`config.mk`:
```
export PLATFORM = sky130hd
export DESIGN_NAME = ex_stall_ctrl
export DESIGN_NICKNAME = d
export VERILOG_FILES = /design/src/rtl/ex_stall_ctrl.sv
export SDC_FILE = /design/constraint.sdc
export NUM_CORES = 1
export LEC_CHECK = 0
export ABC_AREA = 1
export CAP_MARGIN = 20
export CELL_PAD_IN_SITES_DETAIL_PLACEMENT = 1
export CELL_PAD_IN_SITES_GLOBAL_PLACEMENT = 2
export CORE_MARGIN = 8
export CORE_UTILIZATION = 30
export DETAILED_ROUTE_END_ITERATION = 12
export GPL_TIMING_DRIVEN = 0
export PLACE_DENSITY = 0.9
export SYNTH_ARGS = -nofsm -noshare
export SYNTH_HDL_FRONTEND = slang
export SYNTH_SLANG_ARGS = --single-unit
```
`constraint.sdc`:
```
create_clock -name clk -period 2 [get_ports clk]
set_input_delay 0.4 -clock clk [delete_from_list [all_inputs] [get_ports clk]]
set_output_delay 0.4 -clock clk [all_outputs]
set_load 0.02 [all_outputs]
```
`src/rtl/ex_stall_ctrl.sv`:
```
// ---------------------------------------------------------------------------
// ex_stall_ctrl
//
// Stall controller for the EX stage. Produces the global pipeline stall
// `delay` that freezes the ID->EX->MEM registers. There are three causes:
//   - a multi-cycle multiply waiting on the ID->EX boundary,
//   - a load/store held in EXResult waiting for data memory,
//   - a memory-wait watchdog that forces release of a hung memory access.
//
// Optional feature macro: EX_STALL_CTRL_PERF_EN
//   When defined, a 32-bit saturating stall-cycle counter is added and
//   exported on perf_stall_cnt.
//
// Parameters:
//   MUL_LAT      multiply latency in EX, 1..15 (1 = multiply never stalls)
//   MEM_TIMEOUT  max consecutive stall cycles on one memory op, 2..255
//
// Ports:
//   clk            pipeline clock
//   reset          asynchronous active-high reset
//   id_valid       IDResult valid bit
//   id_opcode      IDResult opcode
//   ex_valid       EXResult valid bit
//   ex_opcode      EXResult opcode
//   mem_ready      data memory completed the EXResult access this cycle
//   err_clr        clears the sticky mem_err flag
//   delay          global stall (combinational)
//   stall_state    registered stall cause: 00 IDLE, 01 MUL_WAIT, 10 MEM_WAIT
//   mem_err        sticky flag, set when the memory watchdog fires
//   perf_stall_cnt count of stalled clock edges (only with the macro)
// ---------------------------------------------------------------------------
module ex_stall_ctrl #(
  parameter int MUL_LAT     = 3,
  parameter int MEM_TIMEOUT = 16
) (
  input  logic        clk,
  input  logic        reset,
  input  logic        id_valid,
  input  logic [3:0]  id_opcode,
  input  logic        ex_valid,
  input  logic [3:0]  ex_opcode,
  input  logic        mem_ready,
  input  logic        err_clr,
  output logic        delay,
`ifdef EX_STALL_CTRL_PERF_EN
  output logic [31:0] perf_stall_cnt,
`endif
  output logic [1:0]  stall_state,
  output logic        mem_err
);

  typedef enum logic [1:0] {
    IDLE     = 2'b00,
    MUL_WAIT = 2'b01,
    MEM_WAIT = 2'b10
  } stallState_t;

  localparam logic [3:0] MUL_LAST = 4'(MUL_LAT - 1);
  localparam logic [7:0] WD_LAST  = 8'(MEM_TIMEOUT - 1);

  logic [3:0]  mulCnt;
  logic [7:0]  wdCnt;
  logic        memDone;
  stallState_t stateQ;

  logic idMul;
  logic exMem;
  logic mulPending;
  logic memPending;
  logic timeout;

  // Decode the two headers and work out which waits are outstanding.
  // The multiply is done once mulCnt has reached MUL_LAT-1, so MUL_LAT=1
  // never stalls. A memory op stops stalling either when memory answers
  // this cycle or once it has already completed (or timed out) while
  // something else held the pipeline.
  always_comb begin
    idMul      = id_valid && (id_opcode == 4'b0011 || id_opcode == 4'b0110);
    exMem      = ex_valid && (ex_opcode == 4'b1000 || ex_opcode == 4'b1001);
    mulPending = idMul && (mulCnt != MUL_LAST);
    memPending = exMem && !memDone && !mem_ready;
    timeout    = memPending && (wdCnt == WD_LAST);
  end

  // Both waits overlap, so the stall length is the longer of the two.
  // Reset forces the stall low even though the input decode is still live.
  assign delay = !reset && (memPending || mulPending);

  assign stall_state = stateQ;

  // Multiply latency counter: counts stalled cycles of the multiply in ID
  // and drops back to zero on the edge where the pipeline advances, so a
  // following multiply gets its own full latency.
  always_ff @(posedge clk or posedge reset) begin
    if (reset) begin
      mulCnt <= 4'd0;
    end else if (delay && idMul) begin
      if (mulCnt != MUL_LAST) begin
        mulCnt <= mulCnt + 4'd1;
      end
    end else begin
      mulCnt <= 4'd0;
    end
  end

  // Remembers that the memory op in EXResult is finished while the
  // pipeline is still frozen (e.g. by a multiply), so it is not waited on
  // a second time. Cleared whenever the pipeline advances.
  always_ff @(posedge clk or posedge reset) begin
    if (reset) begin
      memDone <= 1'b0;
    end else if (!delay) begin
      memDone <= 1'b0;
    end else if ((exMem && mem_ready) || timeout) begin
      memDone <= 1'b1;
    end
  end

  // Watchdog: counts consecutive cycles spent waiting on memory.
  always_ff @(posedge clk or posedge reset) begin
    if (reset) begin
      wdCnt <= 8'd0;
    end else if (memPending) begin
      wdCnt <= wdCnt + 8'd1;
    end else begin
      wdCnt <= 8'd0;
    end
  end

  // Registered stall cause; a memory wait is reported ahead of a multiply.
  always_ff @(posedge clk or posedge reset) begin
    if (reset) begin
      stateQ <= IDLE;
    end else if (memPending) begin
      stateQ <= MEM_WAIT;
    end else if (mulPending) begin
      stateQ <= MUL_WAIT;
    end else begin
      stateQ <= IDLE;
    end
  end

  // Sticky timeout flag. A timeout in the same cycle as err_clr wins so
  // that a fresh error is never lost.
  always_ff @(posedge clk or posedge reset) begin
    if (reset) begin
      mem_err <= 1'b0;
    end else if (timeout) begin
      mem_err <= 1'b1;
    end else if (err_clr) begin
      mem_err <= 1'b0;
    end
  end

`ifdef EX_STALL_CTRL_PERF_EN
  // Saturating count of clock edges at which the pipeline was stalled.
  always_ff @(posedge clk or posedge reset) begin
    if (reset) begin
      perf_stall_cnt <= 32'd0;
    end else if (delay && (perf_stall_cnt != 32'hFFFF_FFFF)) begin
      perf_stall_cnt <= perf_stall_cnt + 32'd1;
    end
  end
`endif

endmodule

```
After elaboration in Yosys (flattened, before gate mapping)
Index checks and enable logic that the tools add are counted.
{"block": "classes", "n_addsub": 2, "reduce_logical": 17, "n_eq_ne": 8, "muxes": 9}
{"cell": "1-bit logical AND", "n": 9}
{"cell": "8-bit by 1-bit adder with 8-bit output (second input constant)", "n": 1}
{"cell": "4-bit equality test (second input constant)", "n": 2}
{"cell": "8-bit by 4-bit equality test with 1-bit output (second input constant)", "n": 1}
{"cell": "4-bit 2-to-1 mux", "n": 2}
{"cell": "8-bit 2-to-1 mux", "n": 1}
{"cell": "1-bit 2-to-1 mux", "n": 5}
{"cell": "4-bit by 1-bit adder with 4-bit output (second input constant)", "n": 1}
{"cell": "4-bit by 2-bit equality test with 1-bit output (second input constant)", "n": 1}
{"cell": "4-bit by 3-bit equality test with 1-bit output (second input constant)", "n": 1}
{"cell": "1-bit logical OR", "n": 4}
{"cell": "2-bit by 1-bit inequality test with 1-bit output (second input constant)", "n": 2}
{"cell": "4-bit by 2-bit inequality test with 1-bit output (second input constant)", "n": 1}
{"cell": "1-bit logical NOT", "n": 3}
{"cell": "2-bit 2-to-1 mux", "n": 1}
{"cell": "2-bit nonzero test", "n": 1}
{"block": "totals", "word_cells": 41, "in_bits": 14, "ff_bits": 16, "out_inout_bits": 4}

Depth between registers and ports, before layout
{"block": "depth", "ltp_word": 9, "mapped_depth": 7, "mapped_depth_nobuf": 7}

Worst setup path after synthesis
OpenSTA, ideal clock, no wires.
{"block": "synth_path", "kind": "register to output", "from": "reg mulCnt[0]", "to": "out delay", "t_arrival_ps": 1137, "setup_slack_ps": 463, "n_path_buf": 0, "required_ps": 1600, "path_stages_with_launch": 8, "cell_sequence": "dfrtp_1 inv_1 ha_1 nand2_2 nand3_1 nand2_1 nand2_1 inv_1"}
{"block": "synth_via", "elab_chain_len": 4}
{"element": "start: declaration", "line": "61", "source": "logic [3:0] mulCnt;"}
{"element": "start signal: assignment", "line": "99", "source": "mulCnt <= mulCnt + 4'd1;"}
{"element": "4-bit by 2-bit inequality test with 1-bit output", "line": "80", "source": "mulPending = idMul && (mulCnt != MUL_LAST);"}
{"element": "1-bit logical AND", "line": "80"}
{"element": "1-bit logical OR", "line": "87", "source": "assign delay = !reset && (memPending || mulPending);"}
{"element": "1-bit logical AND", "line": "87"}
{"element": "end: declaration", "line": "44", "source": "output logic delay,"}
No other way between the ends.

Worst setup path in the final report
{"block": "layout_path", "from": "in ex_opcode[3]", "to": "out delay"}
{"block": "layout_via", "elab_chain_len": 7, "elab_cells_between_ends": 8, "classes_between": "eq/ne (2); reduce/logical (6)"}
{"element": "start: declaration", "line": "41", "source": "input logic [3:0] ex_opcode,"}
{"element": "4-bit equality test", "line": "79", "source": "exMem = ex_valid && (ex_opcode == 4'b1000 || ex_opcode == 4'b1001);"}
{"element": "1-bit logical OR *", "line": "79"}
{"element": "1-bit logical AND *", "line": "79"}
{"element": "1-bit logical AND * (2 in a row)", "line": "81", "source": "memPending = exMem && !memDone && !mem_ready;"}
{"element": "1-bit logical OR *", "line": "87"}
{"element": "1-bit logical AND *", "line": "87"}
Every way passes the cells marked *; elsewhere a longest branch is shown, timed or not.

==> impl_metrics.yaml <==
outcome:
  status: "finished clean"
synth:
  synthesis.area_um2: 840.8
  ys_ff_latch: 16
  syn_avg_cell_area_um2: 8.408
  synth_warnings: 0
  synth_nets: 117
  seq_area_frac_synth_pct: 47.62
  synthDistinctLibCells: 21
  synthCells: 100
routing:
  dr_wl_met2_um: 1010
  routed.top_layer: "met4"
  wl_met1_um: 880
  wl_met3_um: 84
  routed_via_density: 4.662
  wl_per_cell_um: 12.80
  route.detailed.drc: 0
  dr_total_vias: 732
  drt_wl_total_um: 2010
  drtIter0Drc: 21
  first_pass_iters: 2
  detail-route-antenna-nets: 0
cts:
  cts.sinks: 16
  hold_buffers: 0
  insertion_delay_ns: 0.29
  cts_tree: "built"
  cts_buffer_depth: 2
  cts_root_buffer: "clkbuf_4"
  cts_buffers: 3
  clkTransAtPathRegs_ns: 0.09
  htree_levels: 1
grt:
  grt_pass1_vias: 775
  grt_remaining_overflow: 0
  grtUsageTotal_pct: 9.703
  grt_max_degree: 11
  antenna_found_initial: 0
  grt_pass1_wl_um: 3429
worst_setup_path:
  cp.required_ns: 1.60
  crit_fanout: 5
  crit_arrival_ns: 1.49
  end_kind: "primary output"
  timing.rr.start: "mulCnt[0]"
  critical_path_class: "primary input to primary output"
  cp-start-kind: "primary input"
  startpoint: "ex_opcode[3]"
die:
  num_rows: 19
  fp.dieH_um: 68.94
  start_util_pct: 31.02
  core_um2: 2710
  die_area_um2: 4753
  die_w_um: 68.94
  pin_count: 18
power_and_ir_drop:
  ir_drop_v: 0.0002409
  power_density_nw_per_um2: 494.2
  p_leak_nw: 0.5453
cells_and_area:
  post-route-util_pct: 41.37
  stdcell_area_um2: 1121
  area_growth_pct: 33.33
  num-fill-cells: 343
  nets: 145
  drive_above_1_share_pct: 18.25
  n_antenna_cell: 0
sta:
  fin_skew_ns: 0.003433
  layout_min_cycle_time_ns: 1.893
  slew_headroom_pct: 67.74
  worst_pin_slew_ns: 0.4813
  whs_ns: 0.4918
  hold_viol_final: 0
  slew_violations: 0
  fin_crit_sh_pct: 94.64
  setup_viol: 0
  fin_ws_ns: 0.1072
  fmax_ghz: 0.5283
  rsz0062_at_grt: "no"
placed_design:
  gp_congestion: 0.6839
  pre_cts_slack_ns: -0.6349
  post-dp-hpwl_um: 1474
  placement.cell_area_um2: 1040
  numPortBuffers: 16
hold_path:
  hp-class: "flop to flop"
  min_from: "wdCnt[0]"
job:
  drv_cap: 0
## report_power, final
| group | switching, mW | internal [mW] | leakage (nW) |
|---|---|---|---|
| sequential | 0.000593 | 0.324 | 0.223 |
| clock | 0.0999 | 0.0701 | 0.0138 |
| combinational | 0.0282 | 0.0308 | 0.308 |
| total | 0.129 | 0.425 | 0.545 |
## flip-flops by register name, indices dropped and copies added, names as in the netlist
signal,cells
wdCnt,8
memDone,1
mulCnt,4
mem_err,1
stall_state,2
## per-layer routing
layer | track usage, % | vias to the layer above
li1 | - | 369
met1 | 11.00 | 344
met2 | 16.23 | 15
met3 | 2.100 | 4
met4 | 6.015 | 0
met5 | 0 | -
## stage by stage
stage          setup TNS, ns  std cells  total power, mW
6_report                   0        157           0.5541
5_1_grt                    0        157           0.5792
4_1_cts                    0        154           0.5616
3_5_place_dp         -0.6349        147           0.3855
3_3_place_gp         -0.6334        147           0.3841
2_1_floorplan              0        100           0.3535
## critical path, stage by stage
cell             delay [ns]
clkdlybuf4s50_1        0.45
nand2_1                0.06
inv_1                  0.09
nand4_4                0.13
nand2_2                0.10
nand2_1                0.06
inv_1                  0.05
buf_2                  0.15
## synth_stat cells (all sizes together)
cell type  count  area (µm²)
inv           21       81.33
nor2          17       68.81
xor2           2       17.52
nand4          5       52.55
nand3          7       45.04
nand2         13       51.30
xnor2          1       8.760
nor4           1       6.260
a21oi          5       25.02
o21ai          6       30.02
ha             3       37.54
dfrtp         16       400.4
and2           1       6.260
nor3           2       10.01
## timing repair
| item | 4_1_cts | 5_1_grt |
|---|---|---|
| endpoints found under the setup margin | 1 | 1 |
| gates resized for setup | 6 | 2 |
| pin swaps | 1 | 3 |
| setup buffers | 3 | 3 |
| gates cloned | 1 | 0 |
## final timing paths
kind | endpoint | slack (ns) | depth (start not counted)
min | wdCnt[0] | 0.49 | 1
max | delay | 0.11 | 8
max reg2reg | mulCnt[1] | 0.77 | 8
min reg2reg | wdCnt[0] | 0.49 | 1
min in group asynchronous | wdCnt[0] | 0.54 | 2
max in group asynchronous | mulCnt[1] | 1.19 | 2
## placed cells by master (no fill, tap or decap), types with 2 or more instances in the layout
cell type | netlist | final
nand2_1 | 12 | 11
nand3_1 | 5 | 4
xor2_1 | 2 | 2
o21ai_0 | 5 | 5
nand3_2 | 2 | 3
nand2_2 | 1 | 2
dfrtp_1 | 16 | 16
ha_1 | 3 | 3
clkdlybuf4s50_1 | 0 | 15
clkbuf_4 | 0 | 3
nand4_1 | 3 | 3
nor2_2 | 2 | 3
a21oi_1 | 5 | 5
inv_1 | 20 | 19
buf_4 | 0 | 6
nor3_1 | 2 | 2
nor2_1 | 15 | 14
## cell families (layout without fill, tap and decap cells)
group,Yosys count,after routing,synth area share (%)
compound gates,11,11,6.546
xor+xnor,3,3,3.126
fa+ha+maj,3,3,4.465
buf+inv,21,47,9.673
flops,16,16,47.62
simple gates,46,46,28.57
## layout make-up
class | instances | area [µm²] | area share [%]
Tap cell | 31 | 38.79 | 3.460
Clock buffer | 3 | 22.52 | 2.009
Timing Repair inverter | 1 | 5.005 | 0.4464
Timing Repair Buffer | 22 | 200.2 | 17.86
Sequential cell | 16 | 400.4 | 35.71
Multi-Input combinational cell | 63 | 369.1 | 32.92
Inverter | 21 | 85.08 | 7.589
Note: power is estimated with default switching activity, not from simulation.
==> RTL edit, RTL diff (config.mk and constraints unchanged) <==
Add a define of `EX_STALL_CTRL_PERF_EN`.
--- a/src/rtl/ex_stall_ctrl.sv
+++ b/src/rtl/ex_stall_ctrl.sv
@@ -29,6 +29,8 @@
 //   mem_err        sticky flag, set when the memory watchdog fires
 //   perf_stall_cnt count of stalled clock edges (only with the macro)
 // ---------------------------------------------------------------------------
+`define EX_STALL_CTRL_PERF_EN
+
 module ex_stall_ctrl #(
   parameter int MUL_LAT     = 3,
   parameter int MEM_TIMEOUT = 16
Behaviour (old outputs only; new: perf_stall_cnt): unchanged (Yosys induction, for registers that start in step).
==> RTL edit against the unedited design <==
  * Synthesized cell count rose to 4.4 times the old value
  * Critical path depth shrank 2
  * First-iteration DRC count grew to 4.3 times the old value
  * Sequential cell count increased by 32
  * Total power increased to 3.5 times the old value
  * Synthesized area rose to 3.6 times the old value
  * Routed wire length grew to 4.6 times the old value
  * Design area grew to 3.4 times the old value
  * Setup slack got worse by 13 ps
  * Fmax down 0.68%
  * Largest power group unchanged
==> RTL edit: results (changes against the unedited design) <==
stage,metric,value,unit,change
status,status,completed,,
final_layout,Filler cells,1250,,+260%
logic_synthesis,sequential share of the synthesized area,39.9,%,-7.7 points
clock_tree,Root Driver,clkbuf_8,,
logic_synthesis,Synth Area in XOR/XNOR,5.24,%,+2.1 points
final_layout,nets,513,,+250%
logic_synthesis,syn nets,453,,+290%
critical_path,Worst R2R Setup Slack,230,ps,-540 ps
grt,largest net degree at the start of global routing,35,,+24
clock_tree,PostCTS Resize Cnt,7,,+1
final_layout,share of cells above drive strength 1,8.27,%,-10 points
sta,Max-slew headroom,73.5,%,+5.7 points
critical_path,worst-path fanout max,4,,-1
placed_design,placed cell areas,3680,µm²,+250%
placed_design,dpl hpwl,7340,µm,+400%
critical_path,crit path from,id_opcode[1],,
drt,via-per-instance ratio,4.62,,-0.84%
logic_synthesis,Synth area leaders,"dfrtp_1 (40%), nand2_1 (27%), nor2_1 (8.0%)",,
drt,starting DRC count in detailed routing,91,,+330%
power,cell leakage power,1.75,nW,+220%
clock_tree,H-tree levels,2,,+1
grt,vias in the first global route,3186,,+310%
critical_path,worst r2r dst,perf_stall_cnt[13],,
power,Peak VDD IR,0.000312,V,+30%
grt,total track usage,15.0,%,+5.3 points
grt,met2 Use GR,26.7,%,+10 points
placed_design,PortBufs,48,,+32
logic_synthesis,Commonest cells post-synth,"nand2_1 (214), nor2_1 (64), dfrtp_1 (48), inv_1 (26), nand3b_1 (15)",,
clock_tree,CTS sink count,48,,+32
clock_tree,"Clk Latency, worst-skew pair",320,ps,+30 ps
power,Switching Share,28.9,%,+5.7 points
drt,drt wl/cell,14.7,µm,+15%
logic_synthesis,synth unique cells,29,,+38%
grt,Global Route met1 Usage,17.6,%,+6.6 points
## RTL edit: cell count changes in the layout (fill, tap and decap cells not counted), moves of 4 or more
cell	delta
nor3_1	+4
xor2_1	+10
clkbuf_8	+6
nand2_1	+202
nor2_4	+4
xnor2_1	+5
nand3b_1	+15
clkdlybuf4s50_1	+32
dfrtp_1	+31
buf_6	+6
nor2_1	+49
inv_1	+6
## RTL edit: per-stage QoR
step / utilization (%) / instances / hold WS, ps / setup TNS [ps] / worst slack (ps)
after global placement: 37.4 / 616 / 444 / -34110 / -1000
after detailed placement: 37.6 / 617 / 461 / -6200 / -602
final: 39.2 / 629 / 468 / 0 / 94.2
after floorplan: - / 435 / 425 / 0 / 169
after CTS: 38.9 / 628 / 473 / 0 / 13.1
after global routing: 39.2 / 629 / 501 / -23.5 / -11.1
## RTL edit: worst min-delay path by stage
stage,to,slack [ps],cells after the start
4_1_cts,wdCnt[0],470,1
2_1_floorplan,wdCnt[0],430,1
3_5_place_dp,wdCnt[0],460,1
5_1_grt,wdCnt[0],500,1
3_3_place_gp,wdCnt[0],440,1
6_report,wdCnt[0],470,1
## RTL edit: power groups by stage
stage,combinational [mW],clock (mW),sequential (mW)
after floorplan,0.116,0,1.08
after global placement,0.253,0,1.05
after detailed placement,0.266,0,1.05
after CTS,0.268,0.681,1.03
after global routing,0.299,0.710,1.04
final,0.267,0.656,1.04
## RTL edit: area by class of cell
class                      count  area, µm²  share of cell area (%)
multi-input combinational    353       1660                    43.4
buffer                         6       67.6                    1.76
timing repair buffer          53        528                    13.8
sequential                    48       1200                    31.4
clock inverter                 2       15.0                   0.392
clock buffer                   6       82.6                    2.15
tap                          133        166                    4.34
inverter                      28        109                    2.84
